<file path="src/rtl/mgt_reset_sequencer.sv">
// Startup/recovery sequencer for one trigger-link transceiver (clock_40 domain).
// Steps PLL reset -> lock wait -> MGT/TX reset -> resetdone wait -> realign,
// retrying a bounded number of times on timeout and reporting readiness.
module mgt_reset_sequencer #(
    parameter int unsigned PLL_RESET_CYCLES  = 16,
    parameter int unsigned PLL_LOCK_TIMEOUT  = 4096,
    parameter int unsigned MGT_RESET_CYCLES  = 16,
    parameter int unsigned RESETDONE_TIMEOUT = 4096,
    parameter int unsigned REALIGN_CYCLES    = 4,
    parameter int unsigned MAX_RETRIES       = 3,
    parameter int unsigned ALLOW_RETRY       = 1
) (
    input  logic       clock_40,
    input  logic       reset_i,
    input  logic       start_i,
    input  logic       pll_lock_i,
    input  logic       tx_resetdone_i,
    input  logic       force_not_ready,
    output logic       pll_reset_o,
    output logic [3:0] mgt_reset_o,
    output logic       txreset_o,
    output logic       mgt_realign_o,
    output logic       ready_o,
    output logic       busy_o,
    output logic       fail_o,
    output logic [1:0] retry_cnt_o,
    output logic [2:0] state_o
);

    typedef enum logic [2:0] {
        IDLE      = 3'd0,
        PLL_RST   = 3'd1,
        PLL_WAIT  = 3'd2,
        MGT_RST   = 3'd3,
        DONE_WAIT = 3'd4,
        REALIGN   = 3'd5,
        READY     = 3'd6,
        FAIL      = 3'd7
    } state_t;

    // Last timer value of each timed state ("timer = N-1" means N cycles elapsed).
    localparam logic [15:0] PLL_RST_LAST  = 16'(PLL_RESET_CYCLES - 1);
    localparam logic [15:0] LOCK_LAST     = 16'(PLL_LOCK_TIMEOUT - 1);
    localparam logic [15:0] MGT_RST_LAST  = 16'(MGT_RESET_CYCLES - 1);
    localparam logic [15:0] DONE_LAST     = 16'(RESETDONE_TIMEOUT - 1);
    localparam logic [15:0] REALIGN_LAST  = 16'(REALIGN_CYCLES - 1);
    localparam logic [1:0]  MAX_RETRY_CNT = 2'(MAX_RETRIES);
    localparam logic        RETRY_EN      = (ALLOW_RETRY != 0);

    state_t      state, state_next;
    logic [15:0] timer;
    logic [1:0]  retry_cnt, retry_next;
    logic        timer_clr;
    logic        timeout;

    // State, timer and retry counter registers with synchronous reset.
    always_ff @(posedge clock_40) begin
        if (reset_i) begin
            state     <= IDLE;
            timer     <= '0;
            retry_cnt <= '0;
        end else begin
            state     <= state_next;
            retry_cnt <= retry_next;
            if (timer_clr)
                timer <= '0;
            else if (timer != '1)
                timer <= timer + 16'd1;
        end
    end

    // Next-state, retry bookkeeping and timer clear; start_i overrides everything.
    always_comb begin
        state_next = state;
        retry_next = retry_cnt;
        timeout    = 1'b0;
        timer_clr  = 1'b0;

        if (start_i) begin
            state_next = PLL_RST;
            retry_next = '0;
            timer_clr  = 1'b1;
        end else begin
            case (state)
                IDLE: ;
                PLL_RST: begin
                    if (timer == PLL_RST_LAST)
                        state_next = PLL_WAIT;
                end
                PLL_WAIT: begin
                    if (pll_lock_i)
                        state_next = MGT_RST;
                    else if (timer == LOCK_LAST)
                        timeout = 1'b1;
                end
                MGT_RST: begin
                    if (timer == MGT_RST_LAST)
                        state_next = DONE_WAIT;
                end
                DONE_WAIT: begin
                    if (tx_resetdone_i)
                        state_next = REALIGN;
                    else if (timer == DONE_LAST)
                        timeout = 1'b1;
                end
                REALIGN: begin
                    if (timer == REALIGN_LAST)
                        state_next = READY;
                end
                READY: begin
                    if (!pll_lock_i) begin
                        state_next = PLL_RST;
                        retry_next = '0;
                    end
                end
                FAIL: ;
                default: state_next = IDLE;
            endcase

            if (timeout) begin
                if (RETRY_EN && (retry_cnt < MAX_RETRY_CNT)) begin
                    state_next = PLL_RST;
                    retry_next = retry_cnt + 2'd1;
                end else begin
                    state_next = FAIL;
                end
            end

            if (state_next != state)
                timer_clr = 1'b1;
        end
    end

    // Outputs are pure decodes of the state register.
    always_comb begin
        pll_reset_o   = (state == PLL_RST);
        mgt_reset_o   = (state == MGT_RST) ? 4'b1111 : 4'b0000;
        txreset_o     = (state == MGT_RST);
        mgt_realign_o = (state == REALIGN);
        ready_o       = (state == READY) && !force_not_ready;
        busy_o        = (state == PLL_RST) || (state == PLL_WAIT) || (state == MGT_RST) ||
                        (state == DONE_WAIT) || (state == REALIGN);
        fail_o        = (state == FAIL);
        retry_cnt_o   = retry_cnt;
        state_o       = state;
    end

endmodule

</file>
<file path="config.mk">
export PLATFORM = sky130hd
export DESIGN_NAME = mgt_reset_sequencer
export DESIGN_NICKNAME = d
export VERILOG_FILES = /design/src/rtl/mgt_reset_sequencer.sv
export SDC_FILE = /design/constraint.sdc
export NUM_CORES = 1
export LEC_CHECK = 0
export CAP_MARGIN = 40
export CORE_MARGIN = 2
export CORE_UTILIZATION = 57
export DETAILED_ROUTE_END_ITERATION = 6
export GPL_TIMING_DRIVEN = 0
export MAX_ROUTING_LAYER = met4
export PLACE_DENSITY = 0.83
export RECOVER_POWER = 50
export SYNTH_ARGS = -nofsm -noshare
export SYNTH_HDL_FRONTEND = slang
export SYNTH_SLANG_ARGS = --single-unit
</file>
<file path="constraint.sdc">
create_clock -name clock_40 -period 3.2 [get_ports clock_40]
set_clock_uncertainty 0.15 [all_clocks]
set_input_delay 0.64 -clock clock_40 [delete_from_list [all_inputs] [get_ports clock_40]]
set_output_delay 0.64 -clock clock_40 [all_outputs]
set_load 0.03 [all_outputs]
</file>
---- Word-level counts from Yosys, hierarchy flattened ----
Index checks and enable logic that the tools add are counted.
word-level totals
  flip-flop bits (word level) ............. 21
  word-level logic and storage cells ...... 50
  output and inout port bits .............. 15
operators by class
  muxes and demuxes ....................... 23
  equality and inequality tests ........... 12
  $add $sub $neg .......................... 2
  magnitude comparators ................... 1
  reductions and logical operators ........ 8
operators with widths
  cell                                                    count
  two-way mux 3 bit                                       9
  one-hot mux 3 bit (6 select lines)                      1
  adder 16 x 1 -> 16 bit (second input constant)          1
  equality test 16 x 12 -> 1 bit (second input constant)  1
  equality test 16 x 2 -> 1 bit (second input constant)   1
  equality test 16 x 4 -> 1 bit (second input constant)   1
  != test 16 bit (second input constant)                  1
  equality test 3 bit (second input constant)             4
  two-way mux 2 bit                                       4
  two-way mux 1 bit                                       7
  equality test 3 x 2 -> 1 bit (second input constant)    2
  logical OR 1 bit                                        4
  two-way mux 4 bit                                       1
  OR reduction 2 bit                                      2
  equality test 3 x 1 -> 1 bit (second input constant)    1
  != test 3 bit                                           1
  adder 2 x 1 -> 2 bit (second input constant)            1
  < comparator 2 bit (second input constant)              1
  one-hot mux 1 bit (2 select lines)                      1
  logical AND 1 bit                                       1
  logical NOT 1 bit                                       1

---- Depth between registers and ports, before layout ----
Gate-level depths: netlist of run 1.
  word-level depth ........................ 11
  mapped depth ............................ 7
  gate-level depth less buffers ........... 6

---- Least setup slack after synthesis of run 1 ----
OpenSTA, ideal clock, no wires.
  path type ............................... input to register
  start ................................... input tx_resetdone_i
  end ..................................... register timer[2]
  stages on the path ...................... 6
  arrival time ............................ 2,089 ps
  slack ................................... 845 ps
  required time ........................... 2,934 ps
  cell sequence ........................... or3b_2 -> a211oi_2 -> a22oi_1 -> a211o_1 -> buf_6 -> o211a_1
on the way
  longest elaborated chain between the ends .. 9
  elaborated cells on any way between the ends .. 11
  classes of those cells .................. 1 x eq/ne; 9 x mux; 1 x reduce/logical
RTL lines
  what                                RTL line  source
  start: declaration                  17        input logic tx_resetdone_i,
  two-way mux 1 bit                   101       if (tx_resetdone_i)
  one-hot mux 1 bit (2 select lines)  84        case (state)
  two-way mux 1 bit                   79        if (start_i) begin
  two-way mux 3 bit (*)               120       if (timeout) begin
  two-way mux 3 bit (*)               79
  != test 3 bit (*)                   129       if (state_next != state)
  two-way mux 1 bit (*)               129
  two-way mux 1 bit (*)               79
  OR reduction 2 bit (no line) (*)    -
  end signal: assignment              68        timer <= timer + 16'd1;
  end: declaration                    51        logic [15:0] timer;
Every way passes the cells marked *; elsewhere a longest branch is shown, timed or not. The select of a mux whose other input is x is not followed.
A chain may end at the register's enable or synchronous reset.

---- Worst setup path in the final report of run 1 ----
  start ................................... input pll_lock_i
  end ..................................... register timer[3]
on the way
  longest elaborated chain between the ends .. 9
  elaborated cells on any way between the ends .. 12
  classes of those cells .................. 1 x eq/ne; 10 x mux; 1 x reduce/logical
RTL lines
  what                                RTL line  source
  start: declaration                  16        input logic pll_lock_i,
  two-way mux 1 bit                   91        if (pll_lock_i)
  one-hot mux 1 bit (2 select lines)  84
  two-way mux 1 bit                   79
  two-way mux 3 bit (*)               120
  two-way mux 3 bit (*)               79
  != test 3 bit (*)                   129
  two-way mux 1 bit (*)               129
  two-way mux 1 bit (*)               79
  OR reduction 2 bit (no line) (*)    -
Marks and branches as above.

==> key figures, run 1 <==
Setup path
  – Max incr delay on CP: 650 ps
  – Crit-path cells: dlygate4sd3_1, or3b_1, a211oi_2, and3b_1, a211o_1, clkbuf_1, mux2i_1
  – Crit. End Element: flip-flop
  – Crit start category: primary input
  – Largest fanout on the critical path: 8
  – R2R Path Start: timer[0]$_SDFFE_PP0P_
  – Crit path arrival time: 3040 ps
  – WS Path Type: primary input to flip-flop
  – R2r worst-path depth: 7
  – Reg2Reg Setup Slack: 520 ps
  – Slowest stage cell, crit path: dlygate4sd3_1
  – Reg-to-reg critical path endpoint: timer[14]$_SDFFE_PP0P_
  – Crit path required time: 3300 ps

GRT
  – Gr usage total: 25.19%
  – Pin count of the biggest net entering global routing: 13
  – Vias in the first global route: 1206
  – Initial antenna violation count: 0
  – Total grt overflow: 0
  – Global-route wire length before repair: 5.133 mm

Synthesis
  – Mean Syn Cell Area: 8.743 um^2
  – Synthesized Nets: 170
  – Ys Warns: 0
  – Post-synth EDFFs: 0
  – Seq/Total Area, Yosys: 29.68%
  – Post-synth cell types: 50
  – Cells after synthesis: 162
  – Commonest register cell after synthesis: dfxtp_1
  – Post-synthesis instance area: 1416 um^2
  – Yosys reg bits: 21
  – Async SR Flop Fraction: 0%

Floorplanning
  – IO Count: 21
  – Die W: 53.85 um
  – Die height: 53.85 um
  – Total core area: 2410 um^2
  – Standard-cell rows: 18
  – Starting Density: 58.77%
  – DIE AREA: 2900 um^2

Drt
  – Routed WL: 3.253 mm
  – WL met1: 1.474 mm
  – Wire length on met3: 96 um
  – Top Layer Used: met4
  – Via count: 1348
  – Drt pass-1 iters: 4
  – Drt first-iter violations: 38
  – Vias per cell: 6.241
  – Met2 wire len: 1.634 mm
  – Wirelength per Cell: 15.06 um
  – Post-route ant nets: 0
  – Drc violations: 0

Timing
  – Fin. Hold Viols: 0
  – Fin crit period: 2935 ps
  – Highest Clock Rate: 0.3407 GHz
  – RSZ-0062 raised after global routing: false
  – Final-report setup violation count: 0
  – Setup TNS after final layout: 0 ps
  – Worst Tran Pin Value: 920.2 ps
  – Slew margin rel.: 38.08%
  – Final period util: 91.72%
  – Fin. max-slew vios: 0

Cells and area
  – Antenna diodes: 0
  – Syn-to-layout area delta: 17.84%
  – Nets: 195
  – Layout cell share with drive strength beyond 1: 13.98%
  – Post-route cell area: 1669 um^2
  – Most common cell after layout, fill and taps aside: dfxtp_1
  – Commonest non-fill, non-tap cells in the layout: 21 x dfxtp_1, 17 x nor2_1, 11 x clkdlybuf4s50_1

Clocking
  – CTS Hold Bufs: 0
  – Root Driver: clkbuf_4
  – CTS tree: done
  – Clock Tree Buf Depth: 2
  – Sink Count: 21
  – Total CTS buffers: 3
  – Reg clk slew, reported paths: 120 ps
  – # resized after CTS: 0
  – H-tree levels: 1
  – Worst skew pair latency: 320 ps
  – Setup repair bufs after CTS: 0

Power and ir drop
  – Pwr Density: 283.3 nW/um^2
  – Max IR drop VDD: 0.2637 mV
  – Leakage Power: 0.5778 nW
  – Final Power: 472.9 uW

Run status
  – Status: completed

Placed design
  – DP Wirelength: 2.490 mm
  – Port Buffer Count: 20
  – Placed inst area: 1654 um^2
  – GPL Wtd Cong: 0.8947

Hold path
  – Worst Hold Depth: 1
  – Hold Path Origin: timer[15]$_SDFFE_PP0P_
  – Hold WC Path Type: flip-flop to flip-flop
  – Min-Delay Endpoint: timer[15]$_SDFFE_PP0P_

Run
  – Max cap viols: 0
-- kinds of logic after synthesis --
logic type / count (synthesis) / share of synthesized area, %
and+or+nand+nor: 68 / 29.33
DFF: 21 / 29.68
adders and majority gates: 2 / 1.767
muxes: 9 / 6.537
xor gates and xnor gates: 8 / 4.947
buffers and inverters: 15 / 8.038
AOI/OAI and AO/OA: 39 / 19.70
-- how the worst max path moves through the flow --
stage	end	from	slack [ps]
after floorplan	timer[2]$_SDFFE_PP0P_	tx_resetdone_i	840
after global placement	timer[14]$_SDFFE_PP0P_	pll_lock_i	150
after detailed placement	timer[14]$_SDFFE_PP0P_	pll_lock_i	110
after CTS	timer[14]$_SDFFE_PP0P_	pll_lock_i	450
after global routing	timer[3]$_SDFFE_PP0P_	pll_lock_i	150
final	timer[3]$_SDFFE_PP0P_	pll_lock_i	270
-- synth_stat cells (5+ instances only) --
cell type	n	area (um^2)
a21oi_1	9	45.04
mux2i_1	7	70.07
dfxtp_1	21	420.4
o2111ai_1	8	70.07
xnor2_1	6	52.55
nor2_1	17	63.81
nor3_1	8	40.04
nand2_1	8	30.03
buf_4	5	37.54
nand3_1	5	25.02
buf_6	5	56.30
-- worst max-delay path: cells and delay by family --
kind	cells	cell delay, ps
compound gates	2	470
buf+inv	2	970
mux	1	240
simple gates	2	710
-- final cells by class --
cell class              instances  area, um^2
inverters                       4       15.01
plain buffers                  11       91.34
flip-flops and latches         21       420.4
clock buffers                   3       22.52
repair buffers                 20       200.2
well taps                      30       37.54
multi-input cells             126       877.1
fillers                       194       740.7
clock inverters                 1       5.005
-- flip-flops by register name, summed over array words and instances, names as in the netlist --
name and count:
state_o 3, retry_cnt_o 2, timer 16
-- report_power, final --
group	switching [mW]	internal, mW
Sequential	0.00256	0.264
Combinational	0.0412	0.0296
Clock	0.0885	0.0469
-- per-layer routing --
metal / vias up / track usage [%]
li1: 668 / -
met1: 638 / 30.46
met2: 37 / 42.48
met3: 5 / 2.500
met4: 0 / 10.68
met5: - / -
-- metrics by stage --
stage	hold slack, ps	worst slack, ps	utilization (%)	std cells
2_1_floorplan	347.2	844.5	-	162
3_3_place_gp	366.0	147.2	68.64	212
3_5_place_dp	393.9	106.0	68.64	212
4_1_cts	414.4	452.3	69.78	216
5_1_grt	445.8	154.3	69.26	216
6_report	415.9	265.1	69.26	216
(Power assumes the default switching activity.)
==> run 2: changes to the inputs <==
--- a/config.mk
+++ b/config.mk
@@ -9,7 +9,6 @@
 export CORE_MARGIN = 2
 export CORE_UTILIZATION = 57
 export DETAILED_ROUTE_END_ITERATION = 6
-export GPL_TIMING_DRIVEN = 0
 export MAX_ROUTING_LAYER = met4
 export PLACE_DENSITY = 0.83
 export RECOVER_POWER = 50
==> key figures, run 2 (synthesis gave the netlist of run 1 again) <==
Power and ir drop
  – Pint: 336.5 uW
  – Leakage Power: 0.5354 nW
  – Sw Share: 27.44%
  – Logic pwr share: 13.6%
  – Pwr Density: 288.0 nW/um^2
  – Psw: 127.2 uW
  – Clk pwr share: 28.5%
  – Max IR drop VDD: 0.2405 mV
  – Seq pwr share: 57.9%

Placed design
  – Dpl ws: 294.7 ps
  – Placed Cells: 206
  – DP Wirelength: 2.333 mm
  – Port Buffer Count: 20
  – GPL Wtd Cong: 0.8518

Drt
  – Drt pass-1 iters: 4
  – Wirelength per Cell: 14.94 um
  – WL met1: 1.416 mm
  – Drc violations: 0
  – Drt first-iter violations: 31
  – Vias per cell: 6.171
  – Via count: 1296
  – Wire length on met3: 101 um
  – Top Layer Used: met4
  – Met2 wire len: 1.587 mm
  – Routed WL: 3.137 mm
  – Post-route ant nets: 0

Setup path
  – Crit path required time: 2410 ps
  – WS Path Type: flip-flop to primary output
  – Crit-path cells: nand2_1, nor3_1, clkdlybuf4s50_1
  – Crit start category: flip-flop
  – Reg-to-reg critical path endpoint: timer[14]$_SDFFE_PP0P_
  – Slowest stage cell, crit path: clkdlybuf4s50_1
  – Max incr delay on CP: 710 ps
  – Crit. End Element: primary output
  – R2r worst-path depth: 6
  – Crit path arrival time: 2210 ps
  – Largest fanout on the critical path: 19
  – Reg2Reg Setup Slack: 500 ps
  – R2R Path Start: state_o[1]$_SDFF_PP0_

Run status
  – Status: completed

Cells and area
  – Most flops, register: timer
  – Syn-to-layout area delta: 13.69%
  – Most common cell after layout, fill and taps aside: dfxtp_1
  – Non-Filler Instances: 210
  – Layout cell share with drive strength beyond 1: 11.11%
  – Fill count: 197
  – Commonest non-fill, non-tap cells in the layout: 21 x dfxtp_1, 17 x nor2_1, 14 x clkdlybuf4s50_1
  – Nets: 189
  – Antenna diodes: 0
  – Max reg flops: 16

Clocking
  – Total CTS buffers: 3
  – Worst skew pair latency: 320 ps
  – Sink Count: 21
  – Setup repair bufs after CTS: 0
  – CTS Hold Bufs: 0
  – CTS tree: done
  – Clock Tree Buf Depth: 2
  – Reg clk slew, reported paths: 130 ps
  – H-tree levels: 1
  – # resized after CTS: 0
  – Root Driver: clkbuf_4

Floorplanning
  – IO Count: 21
  – Die W: 53.85 um
  – Standard-cell rows: 18
  – Die height: 53.85 um
  – DIE AREA: 2900 um^2
  – Starting Density: 58.77%
  – Total core area: 2410 um^2

GRT
  – Total grt overflow: 0
  – Global-route wire length before repair: 5.106 mm
  – Gr usage total: 24.78%
  – Vias in the first global route: 1086
  – Initial antenna violation count: 0
  – Pin count of the biggest net entering global routing: 20

Hold path
  – Hold Path Origin: timer[15]$_SDFFE_PP0P_
  – Min-Delay Endpoint: timer[15]$_SDFFE_PP0P_
  – Hold WC Path Type: flip-flop to flip-flop
  – Worst Hold Depth: 1

Timing
  – Slew margin rel.: 51.48%
  – Final-report setup violation count: 0
  – Setup TNS after final layout: 0 ps
  – Fin. max-slew vios: 0
  – Final period util: 93.73%
  – Highest Clock Rate: 0.3334 GHz
  – RSZ-0062 raised after global routing: false
  – Setup ws final: 200.6 ps
  – Worst Tran Pin Value: 727.8 ps
  – Fin crit period: 2999 ps
  – Fin. Hold Viols: 0

Run
  – Max cap viols: 0
-- run 2: cell types whose count changed in the layout (fill, tap and decap cells not counted) --
cell,delta
buf_6,-4
o21ai_1,-1
a211oi_2,-1
buf_2,-1
clkdlybuf4s50_1,+3
a211oi_1,+1
dlygate4sd3_1,-3
o21ai_0,+1
clkbuf_1,-1
-- run 2: final cells by class --
class | instances | area [um^2] | share of cell area (%)
clock buffers | 3 | 22.52 | 1.399
flip-flops and latches | 21 | 420.4 | 26.11
inverters | 4 | 15.01 | 0.9324
clock inverters | 1 | 5.005 | 0.3108
repair buffers | 25 | 237.7 | 14.76
well taps | 30 | 37.54 | 2.331
multi-input cells | 126 | 872.1 | 54.16
-- run 2: worst max-delay path, delay by kind of cell, from the launching register on --
kind	cells	cell delay, ps
buffers and inverters	1	710
DFF	1	680
and+or+nand+nor	2	500
-- run 2: how the worst max path moves through the flow --
stage,start,to,depth (start not counted)
after floorplan,tx_resetdone_i,timer[2]$_SDFFE_PP0P_,6
after global placement,tx_resetdone_i,timer[2]$_SDFFE_PP0P_,6
after detailed placement,tx_resetdone_i,timer[2]$_SDFFE_PP0P_,6
after CTS,state_o[1]$_SDFF_PP0_,ready_o,3
after global routing,state_o[1]$_SDFF_PP0_,ready_o,3
final,state_o[1]$_SDFF_PP0_,ready_o,3
-- run 2: stage by stage --
step	total power, mW	instance area, um^2	utilization [%]	hold WS, ps
CTS	0.4684	1620	67.24	406.3
finish	0.4638	1610	66.82	408.8
floorplan	0.3196	1416	-	347.2
global route	0.4841	1610	66.82	463.7
detailed placement	0.3392	1593	66.10	386.2
global placement	0.3371	1593	66.10	370.5
-- run 2: power groups by stage --
stage | logic (mW) | clock network [mW] | registers, mW
floorplan | 0.0442 | 0 | 0.275
global placement | 0.0627 | 0 | 0.274
detailed placement | 0.0646 | 0 | 0.275
CTS | 0.0650 | 0.135 | 0.269
global route | 0.0676 | 0.147 | 0.270
finish | 0.0631 | 0.132 | 0.269
-- run 2: routing by layer --
layer	track usage, %	vias up
met2	37.40	22
met5	-	-
li1	-	655
met3	5.833	5
met4	6.410	0
met1	33.16	614
==> run 3: changes to the inputs <==
--- a/config.mk
+++ b/config.mk
@@ -6,7 +6,7 @@
 export NUM_CORES = 1
 export LEC_CHECK = 0
 export CAP_MARGIN = 40
-export CORE_MARGIN = 2
+export CORE_MARGIN = 1
 export CORE_UTILIZATION = 57
 export DETAILED_ROUTE_END_ITERATION = 6
 export MAX_ROUTING_LAYER = met4
==> key figures, run 3 (synthesis gave the netlist of run 1 again) <==
Cells and area
  – Syn-to-layout area delta: 13.25%
  – Most common cell after layout, fill and taps aside: dfxtp_1
  – Nets: 188
  – Max reg flops: 16
  – Commonest non-fill, non-tap cells in the layout: 21 x dfxtp_1, 17 x nor2_1, 15 x clkdlybuf4s50_1
  – Most flops, register: timer
  – Fill count: 171
  – Final Util: 70.48%
  – Layout cell share with drive strength beyond 1: 11.17%
  – Antenna diodes: 0

Placed design
  – DP Wirelength: 2.346 mm
  – GPL Wtd Cong: 0.8951
  – Port Buffer Count: 20

Power and ir drop
  – Leakage Power: 0.5292 nW
  – Pwr Density: 289.7 nW/um^2
  – Clk pwr share: 28.1%
  – Seq pwr share: 58.4%
  – Pint: 336.6 uW
  – Psw: 128.1 uW
  – Sw Share: 27.57%
  – Max IR drop VDD: 0.2422 mV
  – Logic pwr share: 13.6%

Floorplanning
  – Die height: 51.85 um
  – Die W: 51.85 um
  – Total core area: 2276 um^2
  – Starting Density: 62.23%
  – Standard-cell rows: 17
  – DIE AREA: 2688 um^2
  – IO Count: 21

Setup path
  – CP delay by family, top: flip-flops
  – Largest fanout on the critical path: 19
  – Slowest stage cell, crit path: dfxtp_1
  – Crit-path cells: nand2_1, nor3_1, clkdlybuf4s50_1
  – Crit. End Element: primary output
  – Worst path buffer plus inverter count: 1
  – Crit start category: flip-flop
  – Crit path required time: 2410 ps
  – Crit path arrival time: 2170 ps
  – Max incr delay on CP: 690 ps
  – WS Path Type: flip-flop to primary output

GRT
  – Vias in the first global route: 1209
  – Total grt overflow: 0
  – Initial antenna violation count: 0
  – Global-route wire length before repair: 5.347 mm
  – Pin count of the biggest net entering global routing: 20
  – Gr usage total: 27.00%

Timing
  – Final period util: 92.56%
  – Slew margin rel.: 51.43%
  – Setup TNS after final layout: 0 ps
  – RSZ-0062 raised after global routing: false
  – Final-report setup violation count: 0
  – Fin. Hold Viols: 0
  – Fin crit period: 2962 ps
  – Worst Tran Pin Value: 728.5 ps
  – Fin. max-slew vios: 0
  – Highest Clock Rate: 0.3376 GHz

Hold path
  – Hold WC Path Type: flip-flop to flip-flop

Drt
  – Drt pass-1 iters: 4
  – Drt first-iter violations: 49
  – Wirelength per Cell: 15.56 um
  – Via count: 1331
  – Routed WL: 3.221 mm
  – Drc violations: 0
  – Vias per cell: 6.430
  – Post-route ant nets: 0

Clocking
  – Reg clk slew, reported paths: 120 ps
  – # resized after CTS: 0
  – Worst skew pair latency: 300 ps
  – CTS tree: done
  – Clock Tree Buf Depth: 2
  – Setup repair bufs after CTS: 0
  – H-tree levels: 1
  – CTS Hold Bufs: 0
  – Sink Count: 21
  – Root Driver: clkbuf_4
  – Total CTS buffers: 3

Run
  – Max cap viols: 0

Run status
  – Status: completed
-- run 3: cell count changes in the layout (fill, tap and decap cells not counted), sizes merged --
cell / previous run / this run
buf: 5 / 3
clkdlybuf4s50: 14 / 15
dlygate4sd3: 6 / 5
clkbuf: 3 / 4
-- run 3: worst reg2reg max path, stage by stage (launching register included) --
cell      delay (ps)
dfxtp_1          440
ha_1             290
nand4_1          210
nor4_2           530
a21oi_1          400
o21ai_0          240
clkbuf_2         300
nor2_1           100
-- run 3: worst paths after layout --
check                              start                      to  slack (ps)  cells after the start
setup reg to reg   timer[0]$_SDFFE_PP0P_   timer[7]$_SDFFE_PP0P_         440                      7
hold reg to reg   timer[15]$_SDFFE_PP0P_  timer[15]$_SDFFE_PP0P_         400                      1
setup / recovery   state_o[1]$_SDFF_PP0_                 ready_o         240                      3
hold / removal    timer[15]$_SDFFE_PP0P_  timer[15]$_SDFFE_PP0P_         400                      1
-- run 3: per-layer routing --
layer | share of wire [%] | track usage (%) | vias up
li1 | - | - | 654
met1 | 48 | 35.91 | 624
met2 | 46 | 41.45 | 49
met3 | 4.8 | 4.386 | 4
met4 | 1.0 | 9.009 | 0
met5 | 0 | - | -
-- run 3: stage by stage --
step           hold WS, ps  cell area [um^2]  power, mW  cells  worst slack, ps
3_5_place_dp         377.2              1579     0.3398    203            282.5
4_1_cts              396.4              1607     0.4663    207            251.4
6_report             404.3              1604     0.4647    207            238.2
3_3_place_gp         370.1              1575     0.3370    202            352.7
2_1_floorplan        347.2              1416     0.3196    162            844.5
5_1_grt              449.1              1604     0.4819    207            118.0
-- run 3: power groups by stage --
stage	Combinational, mW	Sequential (mW)	Clock, mW
floorplan	0.0442	0.275	0
global placement	0.0608	0.276	0
detailed placement	0.0629	0.277	0
CTS	0.0632	0.271	0.132
global route	0.0667	0.272	0.143
finish	0.0631	0.271	0.130
-- run 3: area by class of cell --
type                            instances  area [um^2]  share of cell area [%]
Clock buffer                            3        22.52                   1.404
Clock inverter                          1        5.005                  0.3120
Inverter                                4        15.01                  0.9360
Multi-Input combinational cell        126        882.1                   54.99
Sequential cell                        21        420.4                   26.21
Tap cell                               28        35.03                   2.184
Timing Repair Buffer                   24        224.0                   13.96
